$ cat src/rtl/btn_debounce_if.sv
// Button bundle between the raw pin side and the debouncer: raw levels in,
// clean levels and single-cycle event pulses out.
interface btn_debounce_if #(
    parameter int N_BTN = 5
);
    logic [N_BTN-1:0] btn_i;
    logic [N_BTN-1:0] btn_o;
    logic [N_BTN-1:0] press_o;
    logic [N_BTN-1:0] release_o;
    logic [N_BTN-1:0] long_o;

    modport master (
        output btn_i,
        input  btn_o,
        input  press_o,
        input  release_o,
        input  long_o
    );

    modport slave (
        input  btn_i,
        output btn_o,
        output press_o,
        output release_o,
        output long_o
    );
endinterface

$ cat src/rtl/btn_debounce.sv
// Per-button 2-flop synchronizer, debouncer and press/release edge detector.
// Optional long-press pulse is built only when BTN_LONG_PRESS_EN is defined.
module btn_debounce #(
    parameter int N_BTN           = 5,
    parameter int DEBOUNCE_CYCLES = 1000000,
    parameter int LONG_CYCLES     = 50000000
) (
    input  logic           clk,
    input  logic           arstn,
    btn_debounce_if.slave  bus
);
    localparam int CW = (DEBOUNCE_CYCLES > 2) ? $clog2(DEBOUNCE_CYCLES) : 1;

    typedef enum logic [1:0] {
        ST_STABLE_LO = 2'd0,
        ST_CHECK_HI  = 2'd1,
        ST_STABLE_HI = 2'd2,
        ST_CHECK_LO  = 2'd3
    } deb_state_t;

    logic [N_BTN-1:0] w_btn;
    logic [N_BTN-1:0] w_press;
    logic [N_BTN-1:0] w_release;
    logic [N_BTN-1:0] w_long;

    for (genvar g = 0; g < N_BTN; g++) begin : g_ch
        logic          r_meta;
        logic          r_sync;
        logic [CW-1:0] r_cnt;
        logic          r_btn;
        logic          r_press;
        logic          r_release;
        deb_state_t    r_state;

        // Synchronizer plus debounce FSM; a bounce back to the old level drops all accumulated count.
        always_ff @(posedge clk or negedge arstn) begin
            if (!arstn) begin
                r_meta    <= 1'b0;
                r_sync    <= 1'b0;
                r_cnt     <= {CW{1'b0}};
                r_btn     <= 1'b0;
                r_press   <= 1'b0;
                r_release <= 1'b0;
                r_state   <= ST_STABLE_LO;
            end else begin
                r_meta    <= bus.btn_i[g];
                r_sync    <= r_meta;
                r_press   <= 1'b0;
                r_release <= 1'b0;
                case (r_state)
                    ST_STABLE_LO: begin
                        if (r_sync) begin
                            r_cnt   <= CW'(1);
                            r_state <= ST_CHECK_HI;
                        end else begin
                            r_cnt <= {CW{1'b0}};
                        end
                    end
                    ST_CHECK_HI: begin
                        if (!r_sync) begin
                            r_cnt   <= {CW{1'b0}};
                            r_state <= ST_STABLE_LO;
                        end else if (r_cnt == CW'(DEBOUNCE_CYCLES - 1)) begin
                            r_cnt   <= {CW{1'b0}};
                            r_btn   <= 1'b1;
                            r_press <= 1'b1;
                            r_state <= ST_STABLE_HI;
                        end else begin
                            r_cnt <= r_cnt + CW'(1);
                        end
                    end
                    ST_STABLE_HI: begin
                        if (!r_sync) begin
                            r_cnt   <= CW'(1);
                            r_state <= ST_CHECK_LO;
                        end else begin
                            r_cnt <= {CW{1'b0}};
                        end
                    end
                    ST_CHECK_LO: begin
                        if (r_sync) begin
                            r_cnt   <= {CW{1'b0}};
                            r_state <= ST_STABLE_HI;
                        end else if (r_cnt == CW'(DEBOUNCE_CYCLES - 1)) begin
                            r_cnt     <= {CW{1'b0}};
                            r_btn     <= 1'b0;
                            r_release <= 1'b1;
                            r_state   <= ST_STABLE_LO;
                        end else begin
                            r_cnt <= r_cnt + CW'(1);
                        end
                    end
                    default: begin
                        r_cnt   <= {CW{1'b0}};
                        r_btn   <= 1'b0;
                        r_state <= ST_STABLE_LO;
                    end
                endcase
            end
        end

        assign w_btn[g]     = r_btn;
        assign w_press[g]   = r_press;
        assign w_release[g] = r_release;

`ifdef BTN_LONG_PRESS_EN
        localparam int HW = (LONG_CYCLES > 1) ? $clog2(LONG_CYCLES + 1) : 1;
        logic [HW-1:0] r_hold;
        logic          r_long;

        // Hold counter saturates at LONG_CYCLES so the pulse fires once per press.
        always_ff @(posedge clk or negedge arstn) begin
            if (!arstn) begin
                r_hold <= {HW{1'b0}};
                r_long <= 1'b0;
            end else if (!r_btn) begin
                r_hold <= {HW{1'b0}};
                r_long <= 1'b0;
            end else begin
                r_long <= (r_hold == HW'(LONG_CYCLES - 1));
                if (r_hold != HW'(LONG_CYCLES)) begin
                    r_hold <= r_hold + HW'(1);
                end else begin
                    r_hold <= r_hold;
                end
            end
        end

        assign w_long[g] = r_long;
`else
        assign w_long[g] = 1'b0;
`endif
    end

`ifndef BTN_LONG_PRESS_EN
    logic w_unused_long_cfg;
    assign w_unused_long_cfg = |LONG_CYCLES;
`endif

    assign bus.btn_o     = w_btn;
    assign bus.press_o   = w_press;
    assign bus.release_o = w_release;
    assign bus.long_o    = w_long;
endmodule

$ cat src/flat_wrapper.sv
// flat-port wrapper written by rule: the top's interface ports become plain ports
module btn_debounce_flat 
#(
    parameter int N_BTN           = 5,
    parameter int DEBOUNCE_CYCLES = 1000000,
    parameter int LONG_CYCLES     = 50000000
)
  (clk, arstn, bus_btn_i, bus_btn_o, bus_press_o, bus_release_o, bus_long_o);
  btn_debounce_if #(.N_BTN(N_BTN)) bus_i ();
  input  logic clk;
  input  logic arstn;
  input wire logic [$bits(bus_i.btn_i)-1:0] bus_btn_i;
  output wire logic [$bits(bus_i.btn_o)-1:0] bus_btn_o;
  output wire logic [$bits(bus_i.press_o)-1:0] bus_press_o;
  output wire logic [$bits(bus_i.release_o)-1:0] bus_release_o;
  output wire logic [$bits(bus_i.long_o)-1:0] bus_long_o;
  assign bus_i.btn_i = bus_btn_i;
  assign bus_btn_o = bus_i.btn_o;
  assign bus_press_o = bus_i.press_o;
  assign bus_release_o = bus_i.release_o;
  assign bus_long_o = bus_i.long_o;
  btn_debounce #(.N_BTN(N_BTN), .DEBOUNCE_CYCLES(DEBOUNCE_CYCLES), .LONG_CYCLES(LONG_CYCLES)) u_core (.clk(clk), .arstn(arstn), .bus(bus_i));
endmodule
$ cat config.mk
export PLATFORM = sky130hd
export DESIGN_NAME = btn_debounce_flat
export DESIGN_NICKNAME = d
export VERILOG_FILES = /design/src/rtl/btn_debounce_if.sv /design/src/rtl/btn_debounce.sv /design/src/flat_wrapper.sv
export SDC_FILE = /design/constraint.sdc
export NUM_CORES = 1
export LEC_CHECK = 0
export BUFFER_PORTS_ARGS = -buffer_cell sky130_fd_sc_hd__buf_2
export CAP_MARGIN = 20
export CORE_MARGIN = 10
export CORE_UTILIZATION = 51
export DETAILED_ROUTE_END_ITERATION = 10
export GPL_TIMING_DRIVEN = 1
export MAX_ROUTING_LAYER = met4
export PLACE_DENSITY = 0.77
export SETUP_SLACK_MARGIN = 0.2
export SYNTH_ARGS = -nofsm -noshare
export SYNTH_HDL_FRONTEND = slang
export SYNTH_SLANG_ARGS = --single-unit
$ cat constraint.sdc
create_clock -name clk -period 2.7 [get_ports clk]
set_clock_uncertainty 0.15 [all_clocks]
set_input_delay 0.405 -clock clk [delete_from_list [all_inputs] [get_ports clk]]
set_output_delay 0.405 -clock clk [all_outputs]
set_load 0.01 [all_outputs]
---- Yosys cells after proc, flatten, opt, wreduce, memory -nomap -nowiden ----
Cells that the tools add are included.
word-level totals
  register bits ........................... 135
  input port bits ......................... 7
  output and inout bits ................... 20
cells by class
  add/subtract/negate cells ............... 5
  eq/ne operators ......................... 60
  multiplexer cells ....................... 115
  reductions and logical operators ........ 20
operators with widths
  kind                                                    number
  case mux 20 bit (4 select lines)                        5
  2-to-1 mux 20 bit                                       15
  adder 20 x 1 -> 20 bit (second input constant)          5
  == test 20 bit (second input constant)                  5
  2-to-1 mux 2 bit                                        30
  2-to-1 mux 1 bit                                        55
  inequality test 2 x 1 -> 1 bit (second input constant)  20
  case mux 2 bit (4 select lines)                         5
  AND reduction 5 bit                                     5
  == test 2 bit (second input constant)                   10
  inequality test 2 bit (second input constant)           10
  AND reduction 4 bit                                     5
  inequality test 3 x 1 -> 1 bit (second input constant)  5
  inequality test 3 bit (second input constant)           5
  == test 2 x 1 -> 1 bit (second input constant)          5
  logical NOT 2 bit                                       5
  case mux 1 bit (2 select lines)                         5
  nonzero test 2 bit                                      5

---- Longest topological paths before layout ----
Gate-level depths: netlist of run 1.
  word-level depth ........................ 4
  mapped depth ............................ 7
  depth with buffers taken out ............ 5

---- Worst setup path before layout of run 1 ----
OpenSTA, ideal clock, no wires.
  path kind ............................... register -> register
  start ................................... reg u_core.g_ch[1].r_cnt[0]
  end ..................................... reg u_core.g_ch[1].r_btn
  setup time .............................. 124 ps
  arrival ................................. 1882 ps
  data required time ...................... 2426 ps
  slack ................................... 544 ps
  stages on the path, launching flop included .. 6
  path buffers ............................ 0
  cell sequence ........................... dfrtp_1 ha_1 nand4_4 or4_4 or2_1 a211o_1
between the ends
  word-level cells in the longest chain between the ends .. 3
ends and longest elaborated chain
  what                                             RTL line                                text
  from (decl)                                      btn_debounce.sv:29                      logic [CW-1:0] r_cnt;
  from (signal assigned)                           btn_debounce.sv:40                      r_cnt <= {CW{1'b0}};
  from (signal assigned)                           btn_debounce.sv:56                      r_cnt <= {CW{1'b0}};
  from (signal assigned)                           btn_debounce.sv:61                      r_cnt <= {CW{1'b0}};
  == test 20 bit (*)                               btn_debounce.sv:63, btn_debounce.sv:84
  inequality test 2 x 1 -> 1 bit (no source line)  --
  AND reduction 5 bit (no source line) (*)         --
  to (signal assigned)                             btn_debounce.sv:65                      r_btn <= 1'b1;
  to (signal assigned)                             btn_debounce.sv:86                      r_btn <= 1'b0;
  to (signal assigned)                             btn_debounce.sv:95                      r_btn <= 1'b0;
  to (decl)                                        btn_debounce.sv:30                      logic r_btn;
Mark *: on every way between the ends. The rest lies on a longest branch, timed or not.
A chain may end at the register's enable or synchronous reset.

==> results_dict.tcl, run 1 <==
set metrics [dict create \
    status "complete, no violations" \
    cp.arrival_ns 2.46 \
    first_pass_iters 5 \
    required_ns 2.85 \
    min_from "u_core.g_ch[2].r_meta" \
    grt_max_degree 65 \
    antenna_cells 0 \
    synth_edf_count 0 \
    drt-total-wl_mm 13.1 \
    grt_pass1_vias 5128 \
    core_area_um2 12600 \
    power.density_nw_per_um2 648 \
    fin_setup_tns_ns 0 \
    layout-drive-gt1-share_pct 11.5 \
    area_delta_synth_final_pct 14.3 \
    vdd_drop_max_mv 0.639 \
    yosysWarnings 0 \
    ys_seq_area_share_pct 51.3 \
    max_freq_ghz 0.433 \
    post_dp_cell_area_um2 6790 \
    antenna_found_initial 0 \
    hold_path_end "u_core.g_ch[2].r_sync" \
    rows 41 \
    vias 4976 \
    postCtsSetupRepairBufs 0 \
    drc 0 \
    ant_nets 0 \
    grt_pass1_wl_mm 23.6 \
    final_hold_viol_count 0 \
    slew-limit-headroom_pct 60.5 \
    postSynthCellCount 653 \
    synth_top_area_cell "dfrtp_1" \
    yosys_most_used_dff "dfrtp_1" \
    drt_iter0_markers 438 \
    holdPathStages 0 \
    vias_per_cell 5.75 \
    root_buffer "clkbuf_16" \
    reg2reg_from "u_core.g_ch[3].r_cnt[0]" \
    dieArea_um2 17900 \
    clkTransAtPathRegs_ns 0.06 \
    yosys-top-cells-area "dfrtp_1 51%, xnor2_1 5.1%, nor2_1 4.5%" \
    drv_slew 0 \
    crit_type "register to register" \
    htree_levels 4 \
    rsz0062_at_grt "no" \
    cts_buffers 17 \
    cts.sinks 135 \
    clockBufferDepth 2 \
    fillers 1026 \
    avgRoutedWirePerCell_um 15.1 \
    period_share_pct 85.5 \
    io_buffers 21 \
    initial_core_util_pct 52.2 \
    worstMarginPinSlew_ns 0.592 \
    synth_area_per_cell_um2 10.1 \
    startpoint_type "register" \
    synth_cell_types 58 \
    hpwlAfterDp_mm 8.80 \
    regToRegSetupSlack_ns 0.39 \
    cts_tree "done" \
    rr_worst_depth 5 \
    worst_skew_pair.late_latency_ns 0.42 \
    cp-end-kind "register" \
    ys_seq_elements 135 \
    finalSetupViolCount 0 \
    fin_area_um2 7530 \
    hold_class "register to register" \
    finalNetCount 693 \
    period_needed_ns 2.31 \
    fp.dieW_um 134 \
    routabilityCongestion 0.859 \
    ys_async_sr_fraction_pct 100 \
    die_h_um 134 \
    fin_hold_ws_ns 0.198 \
    pin_count 27 \
    track_usage_pct 16.1 \
    crit_fanout 6 \
    max_cap_violations 0 \
    synth_area_um2 6590 \
    synth_top_area_share_pct 51.3 \
    overflow 0 \
    leakagePower_nw 3.05 \
]
-- power breakdown --
part | internal [mW] | switching, mW
registers | 2.05 | 0.0224
clock network | 1.82 | 0.868
logic | 0.0396 | 0.0848
-- cell families (layout without fill, tap and decap cells) --
group / after synthesis / in the layout / share of synthesized area [%]
other cells: 1 / 5 / 0.0569
buf+inv: 61 / 97 / 5.13
fa+ha+maj: 5 / 5 / 0.949
xor+xnor: 63 / 63 / 8.37
compound gates: 89 / 89 / 8.89
simple gates: 295 / 295 / 24.7
mux: 4 / 4 / 0.664
flops: 135 / 135 / 51.3
-- through the flow --
step	util (%)	setup WS (ns)	std cells	total power [mW]
2_1_floorplan	-	0.544	657	2.16
4_1_cts	59.7	0.317	865	4.93
6_report	59.7	0.392	865	4.88
3_3_place_gp	53.8	0.419	828	2.22
3_5_place_dp	53.8	0.336	828	2.22
5_1_grt	59.7	0.251	865	5.03
-- how the worst max path moves through the flow --
stage | from | end | slack [ns]
after floorplan | u_core.g_ch[1].r_cnt[0] | u_core.g_ch[1].r_btn | 0.54
after global placement | u_core.g_ch[4].r_cnt[13] | u_core.g_ch[4].r_cnt[9] | 0.42
after detailed placement | u_core.g_ch[4].r_cnt[13] | u_core.g_ch[4].r_cnt[2] | 0.34
after CTS | u_core.g_ch[4].r_cnt[13] | u_core.g_ch[4].r_cnt[8] | 0.32
after global routing | u_core.g_ch[3].r_cnt[0] | register | 0.25
final | u_core.g_ch[3].r_cnt[0] | register | 0.39
-- synth_stat cells (all sizes together), types with 4 or more instances --
cell type,count
nor4,18
nand4,29
o31ai,18
or4,18
nor4b,6
o21ai,17
nand3,38
a21oi,33
dfrtp,135
or3,21
xnor2,38
and3,12
nor3,13
nand2,34
nor2,79
and4,5
buf,29
a21boi,4
inv,29
and2,4
nor3b,4
xor2,25
ha,5
or2,5
-- cell usage in the layout (no fill, tap or decap), drive strengths merged, types with 4 or more instances in the layout --
master and count:
a21boi 4, a21oi 33, and2 4, and3 12, and4 5, buf 31, bufinv 7, clkbuf 19
conb 5, dfrtp 135, dlygate4sd3 6, ha 5, inv 30, nand2 34, nand3 38, nand4 29
nor2 79, nor3 13, nor3b 4, nor4 18, nor4b 6, o21ai 17, o31ai 18, or2 5
or3 21, or4 18, xnor2 38, xor2 25
-- layout make-up --
cell class	instances	area, um2	share of cell area, %
Sequential cell	135	3380	44.8
Inverter	29	109	1.44
Clock buffer	19	433	5.75
Timing Repair Buffer	37	259	3.44
Clock inverter	12	249	3.31
Multi-Input combinational cell	461	2890	38.4
Tap cell	172	215	2.86
-- critical path, cell delays in order (launching register included) --
cell and delay, ns:
dfrtp_1 0.42, ha_1 0.25, and2_1 0.25, nand2_1 0.21, nor4_1 0.51, mux2_2 0.40
-- metal layers --
| layer | share of wire (%) | vias to the layer above | global-route usage, % |
|---|---|---|---|
| met2 | 49 | 162 | 26.0 |
| met4 | 1.3 | 0 | 5.20 |
| met3 | 5.6 | 24 | 4.74 |
| met1 | 44 | 2413 | 18.8 |
| li1 | - | 2377 | - |
| met5 | 0 | - | - |
-- state kept, by name, indices dropped and copies added, names as in the netlist, named ones only --
signal and cells:
u_core.g_ch.r_cnt 100, u_core.g_ch.r_sync 5, u_core.g_ch.r_btn 5, u_core.g_ch.r_release 5, u_core.g_ch.r_press 5, u_core.g_ch.r_state 5, u_core.g_ch.r_meta 5
-- what timing repair did --
| item | 4_1_cts | 5_1_grt |
|---|---|---|
| endpoints found under the hold margin | 66 | 0 |
| setup endpoints to repair | 0 | 1 |
| resized for setup | 0 | 1 |
| hold buffers | 6 | 0 |
Note: power is estimated with default switching activity, not from simulation.
==> run 2: changes to the inputs <==
--- a/config.mk
+++ b/config.mk
@@ -8,11 +8,11 @@
 export BUFFER_PORTS_ARGS = -buffer_cell sky130_fd_sc_hd__buf_2
 export CAP_MARGIN = 20
 export CORE_MARGIN = 10
-export CORE_UTILIZATION = 51
+export CORE_UTILIZATION = 46
 export DETAILED_ROUTE_END_ITERATION = 10
 export GPL_TIMING_DRIVEN = 1
 export MAX_ROUTING_LAYER = met4
-export PLACE_DENSITY = 0.77
+export PLACE_DENSITY_LB_ADDON = 0.25
 export SETUP_SLACK_MARGIN = 0.2
 export SYNTH_ARGS = -nofsm -noshare
 export SYNTH_HDL_FRONTEND = slang
==> run 2 against run 1 <==
  * Largest cell class unchanged
  * Largest power group unchanged
  * Setup slack worse by 0.029 ns
  * Global-route usage is 2.0 points lower
  * Flip-flop and latch count did not move
  * Worst hold slack worse by 0.0054 ns
  * Non-clock buffer count unchanged
  * First-iteration DRC count shrank 31%
  * Sequential power barely moved
  * Critical path depth unchanged
  * Fmax down 1.3%
  * Via count down 1.6%
  * Utilization decreased by 6.2 points
==> results_dict.tcl, run 2 (synthesis results as in run 1) <==
set metrics [dict create \
    status "complete, no violations" \
    postCtsSetupRepairBufs 0 \
    fin_setup_tns_ns 0 \
    top_register "u_core.g_ch.r_cnt" \
    drt_iter0_markers 302 \
    regArea_um2 3380 \
    track_usage_pct 14.0 \
    fp.dieW_um 140 \
    leakagePower_nw 3.01 \
    cts.sinks 135 \
    root_buffer "clkbuf_16" \
    startpoint_type "register" \
    vdd_drop_max_mv 0.425 \
    final_common_cell "dfrtp_1" \
    antenna_found_initial 0 \
    max_freq_ghz 0.428 \
    pin_count 27 \
    cp.arrival_ns 2.46 \
    avgRoutedWirePerCell_um 14.6 \
    clkTransAtPathRegs_ns 0.06 \
    ant_nets 0 \
    grt_max_degree 77 \
    final_cell_mix "135 x dfrtp_1, 79 x nor2_1, 38 x xnor2_1" \
    vias 4895 \
    multi_input_area_um2 2890 \
    cp-end-kind "register" \
    antenna_cells 0 \
    initial_core_util_pct 47.3 \
    grt_pass1_vias 4895 \
    fillers 1221 \
    overflow 0 \
    hold_class "register to register" \
    die_h_um 140 \
    worstMarginPinSlew_ns 0.699 \
    rsz0062_at_grt "no" \
    crit_fanout 19 \
    hpwlAfterDp_mm 8.93 \
    drt-total-wl_mm 12.8 \
    required_ns 2.82 \
    finalSetupViolCount 0 \
    layout-drive-gt1-share_pct 11.7 \
    crit_type "register to register" \
    period_needed_ns 2.34 \
    period_share_pct 86.6 \
    htree_levels 4 \
    dieArea_um2 19500 \
    io_buffers 21 \
    max_cap_violations 0 \
    rows 43 \
    largest_register_ffs 100 \
    grt_pass1_wl_mm 22.6 \
    cts_buffers 17 \
    cts_tree "done" \
    worst_skew_pair.late_latency_ns 0.42 \
    area_delta_synth_final_pct 13.2 \
    first_pass_iters 4 \
    slew-limit-headroom_pct 53.4 \
    finalNetCount 693 \
    drv_slew 0 \
    fin_total_pwr_mw 4.56 \
    core_area_um2 13900 \
    final_hold_viol_count 0 \
    clockBufferDepth 2 \
    regToRegSetupSlack_ns 0.36 \
    vias_per_cell 5.60 \
    routabilityCongestion 0.831 \
    drc 0 \
    power.density_nw_per_um2 611 \
]
run 2: cell types whose count changed in the layout (fill, tap and decap cells not counted):
cell,change
bufinv_16,-4
clkbuf_1,-1
buf_4,+1
buf_12,-1
a21o_1,+1
a21o_2,-1
inv_6,+3
clkbuf_8,+1
clkinvlp_4,+2
run 2: cell type report:
class                           instances  share of cell area (%)
Clock buffer                           19                    5.94
Timing Repair Buffer                   37                    3.30
Tap cell                              180                    3.02
Sequential cell                       135                    45.3
Multi-Input combinational cell        461                    38.7
Clock inverter                         13                    2.28
Inverter                               29                    1.46
run 2: metal layers:
metal | wire [um] | vias up | part of all wire [%] | GRT usage [%]
met4 | 153 | 0 | 1.2 | 5.54
met2 | 6190 | 79 | 48 | 21.8
met1 | 5990 | 2427 | 47 | 16.7
li1 | - | 2376 | - | -
met5 | 0 | - | 0 | -
met3 | 472 | 13 | 3.7 | 4.32
run 2: timing repair:
item | CTS | global route
endpoints found under the hold margin | 77 | 0
gates resized for setup | 0 | 0
hold buffers | 6 | 0
run 2: report_power, final:
group,internal [mW],switching (mW)
Sequential,2.05,0.0228
Combinational,0.0381,0.0850
Clock,1.49,0.881
run 2: final timing paths:
check,from,endpoint,depth (start not counted)
max in group asynchronous,arstn,u_core.g_ch[0].r_cnt[15],3
min in group asynchronous,arstn,u_core.g_ch[4].r_sync,2
setup / recovery,u_core.g_ch[1].r_cnt[0],u_core.g_ch[1].r_cnt[2],5
setup reg to reg,u_core.g_ch[1].r_cnt[0],u_core.g_ch[1].r_cnt[2],5
hold reg to reg,u_core.g_ch[0].r_meta,u_core.g_ch[0].r_sync,0
hold / removal,u_core.g_ch[0].r_meta,u_core.g_ch[0].r_sync,0
run 2: critical path, stage by stage, from the launching register on:
cell and delay (ns):
dfrtp_1 0.41, ha_1 0.27, nand4_4 0.17, or4_4 0.60, o211ai_4 0.49, nor2_1 0.11
run 2: metrics by stage:
| step | hold slack [ns] | instances | cell area (um2) | setup slack [ns] | util [%] |
|---|---|---|---|---|---|
| final | 0.193 | 874 | 7460 | 0.362 | 53.5 |
| after global routing | 0.207 | 874 | 7460 | 0.213 | 53.5 |
| after detailed placement | 0.185 | 836 | 6790 | 0.372 | 48.7 |
| after global placement | 0.184 | 836 | 6790 | 0.434 | 48.7 |
| after CTS | 0.196 | 874 | 7460 | 0.358 | 53.5 |
| after floorplan | -0.0406 | 657 | 6610 | 0.544 | - |
==> run 3: changes to the inputs <==
--- a/config.mk
+++ b/config.mk
@@ -12,7 +12,7 @@
 export DETAILED_ROUTE_END_ITERATION = 10
 export GPL_TIMING_DRIVEN = 1
 export MAX_ROUTING_LAYER = met4
-export PLACE_DENSITY_LB_ADDON = 0.25
+export PLACE_DENSITY = 0.61
 export SETUP_SLACK_MARGIN = 0.2
 export SYNTH_ARGS = -nofsm -noshare
 export SYNTH_HDL_FRONTEND = slang
==> run 3 against run 2 <==
  * Cell count fell by 0.11%
  * Non-clock buffer count fell by 1
  * Utilization rose by 0.063 points
  * Die area did not move
  * Critical path depth did not move
  * Sequential power barely moved
  * Combinational power barely moved
  * Sequential share of layout area fell by 0.053 points
  * Final area rose by 0.12%
  * Largest cell class unchanged
  * Via count fell by 2.3%
  * Largest power group unchanged
  * Setup slack improved by 0.034 ns
  * Fmax rose by 1.5%
==> results_dict.tcl, run 3 (synthesis results as in run 1) <==
set metrics [dict create \
    clkTransAtPathRegs_ns 0.06 \
    drt-total-wl_mm 12.5 \
    io_buffers 21 \
    fin_hold_ws_ns 0.196 \
    initial_core_util_pct 47.3 \
    clockBufferDepth 2 \
    fin_util_pct 53.6 \
    final_common_cell "dfrtp_1" \
    cts.sinks 135 \
    top_register "u_core.g_ch.r_cnt" \
    rows 43 \
    swShare_pct 20.4 \
    required_ns 2.83 \
    pwr-share-comb_pct 2.7 \
    vias 4782 \
    cts_buffers 17 \
    postCtsSetupRepairBufs 0 \
    largest_register_ffs 100 \
    ant_nets 0 \
    power_frac_clock_pct 52.5 \
    cp.arrival_ns 2.43 \
    hpwlAfterDp_mm 8.62 \
    dp_cells 835 \
    period_needed_ns 2.30 \
    hold_class "register to register" \
    pin_count 27 \
    startpoint_type "register" \
    fin_setup_tns_ns 0 \
    avgRoutedWirePerCell_um 14.3 \
    core_area_um2 13900 \
    area_delta_synth_final_pct 13.3 \
    grt_pass1_wl_mm 22.1 \
    fp.dieW_um 140 \
    drv_slew 0 \
    leakagePower_nw 3.01 \
    rr_worst_depth 5 \
    final_hold_viol_count 0 \
    crit_type "register to register" \
    cts_tree "done" \
    grt_max_degree 52 \
    track_usage_pct 13.7 \
    overflow 0 \
    worst_skew_pair.late_latency_ns 0.42 \
    power.density_nw_per_um2 618 \
    drt_iter0_markers 279 \
    crit_fanout 19 \
    antenna_cells 0 \
    fin_cells 873 \
    htree_levels 4 \
    drc 0 \
    worstMarginPinSlew_ns 0.554 \
    max_freq_ghz 0.434 \
    routabilityCongestion 0.814 \
    max_cap_violations 0 \
    fin_total_pwr_mw 4.62 \
    vdd_drop_max_mv 0.414 \
    antenna_found_initial 0 \
    finalNetCount 692 \
    cp-end-kind "register" \
    die_h_um 140 \
    p_switching_mw 0.940 \
    period_share_pct 85.3 \
    p_seq_share_pct 44.8 \
    layout-drive-gt1-share_pct 11.0 \
    slew-limit-headroom_pct 62.7 \
    finalSetupViolCount 0 \
    grt_pass1_vias 4767 \
    p_int_mw 3.68 \
    root_buffer "clkbuf_16" \
    holdPathStages 0 \
    dieArea_um2 19500 \
    vias_per_cell 5.48 \
    final_cell_mix "135 x dfrtp_1, 79 x nor2_1, 38 x xnor2_1" \
    status "complete, no violations" \
    rsz0062_at_grt "no" \
    first_pass_iters 4 \
]
run 3: per-stage QoR:
| stage | setup slack (ns) | cell area [um2] |
|---|---|---|
| floorplan | 0.544 | 6610 |
| global placement | 0.428 | 6790 |
| detailed placement | 0.379 | 6790 |
| CTS | 0.372 | 7470 |
| global route | 0.207 | 7470 |
| finish | 0.396 | 7470 |
run 3: worst max-delay path, cell delays in order, from the launching register on:
cell	delay [ns]
dfrtp_1	0.40
ha_1	0.27
nand4_4	0.16
or4_4	0.59
o211ai_4	0.48
nor2_1	0.11
run 3: routing by layer:
layer	vias to the layer above	track usage, %	part of all wire [%]
li1	2374	-	-
met1	2320	17.1	49
met2	74	20.8	46
met3	14	3.16	4.0
met4	0	6.03	1.4
met5	-	-	0
run 3: area by class of cell:
type                            count  area [um2]
Timing Repair Buffer               36         251
Sequential cell                   135        3380
Clock inverter                      8         145
Inverter                           29         109
Multi-Input combinational cell    461        2890
Clock buffer                       24         472
Tap cell                          180         225
Fill cell                        1247        6460
run 3: worst paths after layout:
| check | startpoint | end | slack (ns) |
|---|---|---|---|
| worst max-delay path | u_core.g_ch[1].r_cnt[0] | u_core.g_ch[1].r_cnt[2] | 0.40 |
| worst min-delay path | u_core.g_ch[3].r_meta | u_core.g_ch[3].r_sync | 0.20 |
| worst max register to register | u_core.g_ch[1].r_cnt[0] | u_core.g_ch[1].r_cnt[2] | 0.40 |
| worst min register to register | u_core.g_ch[3].r_meta | u_core.g_ch[3].r_sync | 0.20 |
| max in group asynchronous | arstn | u_core.g_ch[3].r_state[0] | 1.41 |
| min in group asynchronous | arstn | u_core.g_ch[4].r_press | 0.29 |
run 3: power groups by stage:
stage | Clock (mW) | Sequential (mW) | Combinational, mW
after CTS | 2.48 | 2.07 | 0.129
after detailed placement | 0 | 2.10 | 0.122
after floorplan | 0 | 2.10 | 0.0642
after global routing | 2.56 | 2.07 | 0.145
after global placement | 0 | 2.10 | 0.120
final | 2.42 | 2.07 | 0.124
run 3: what timing repair did:
action | CTS | global route
hold endpoints to repair | 36 | 0
resized for setup | 0 | 0
hold buffers | 6 | 0
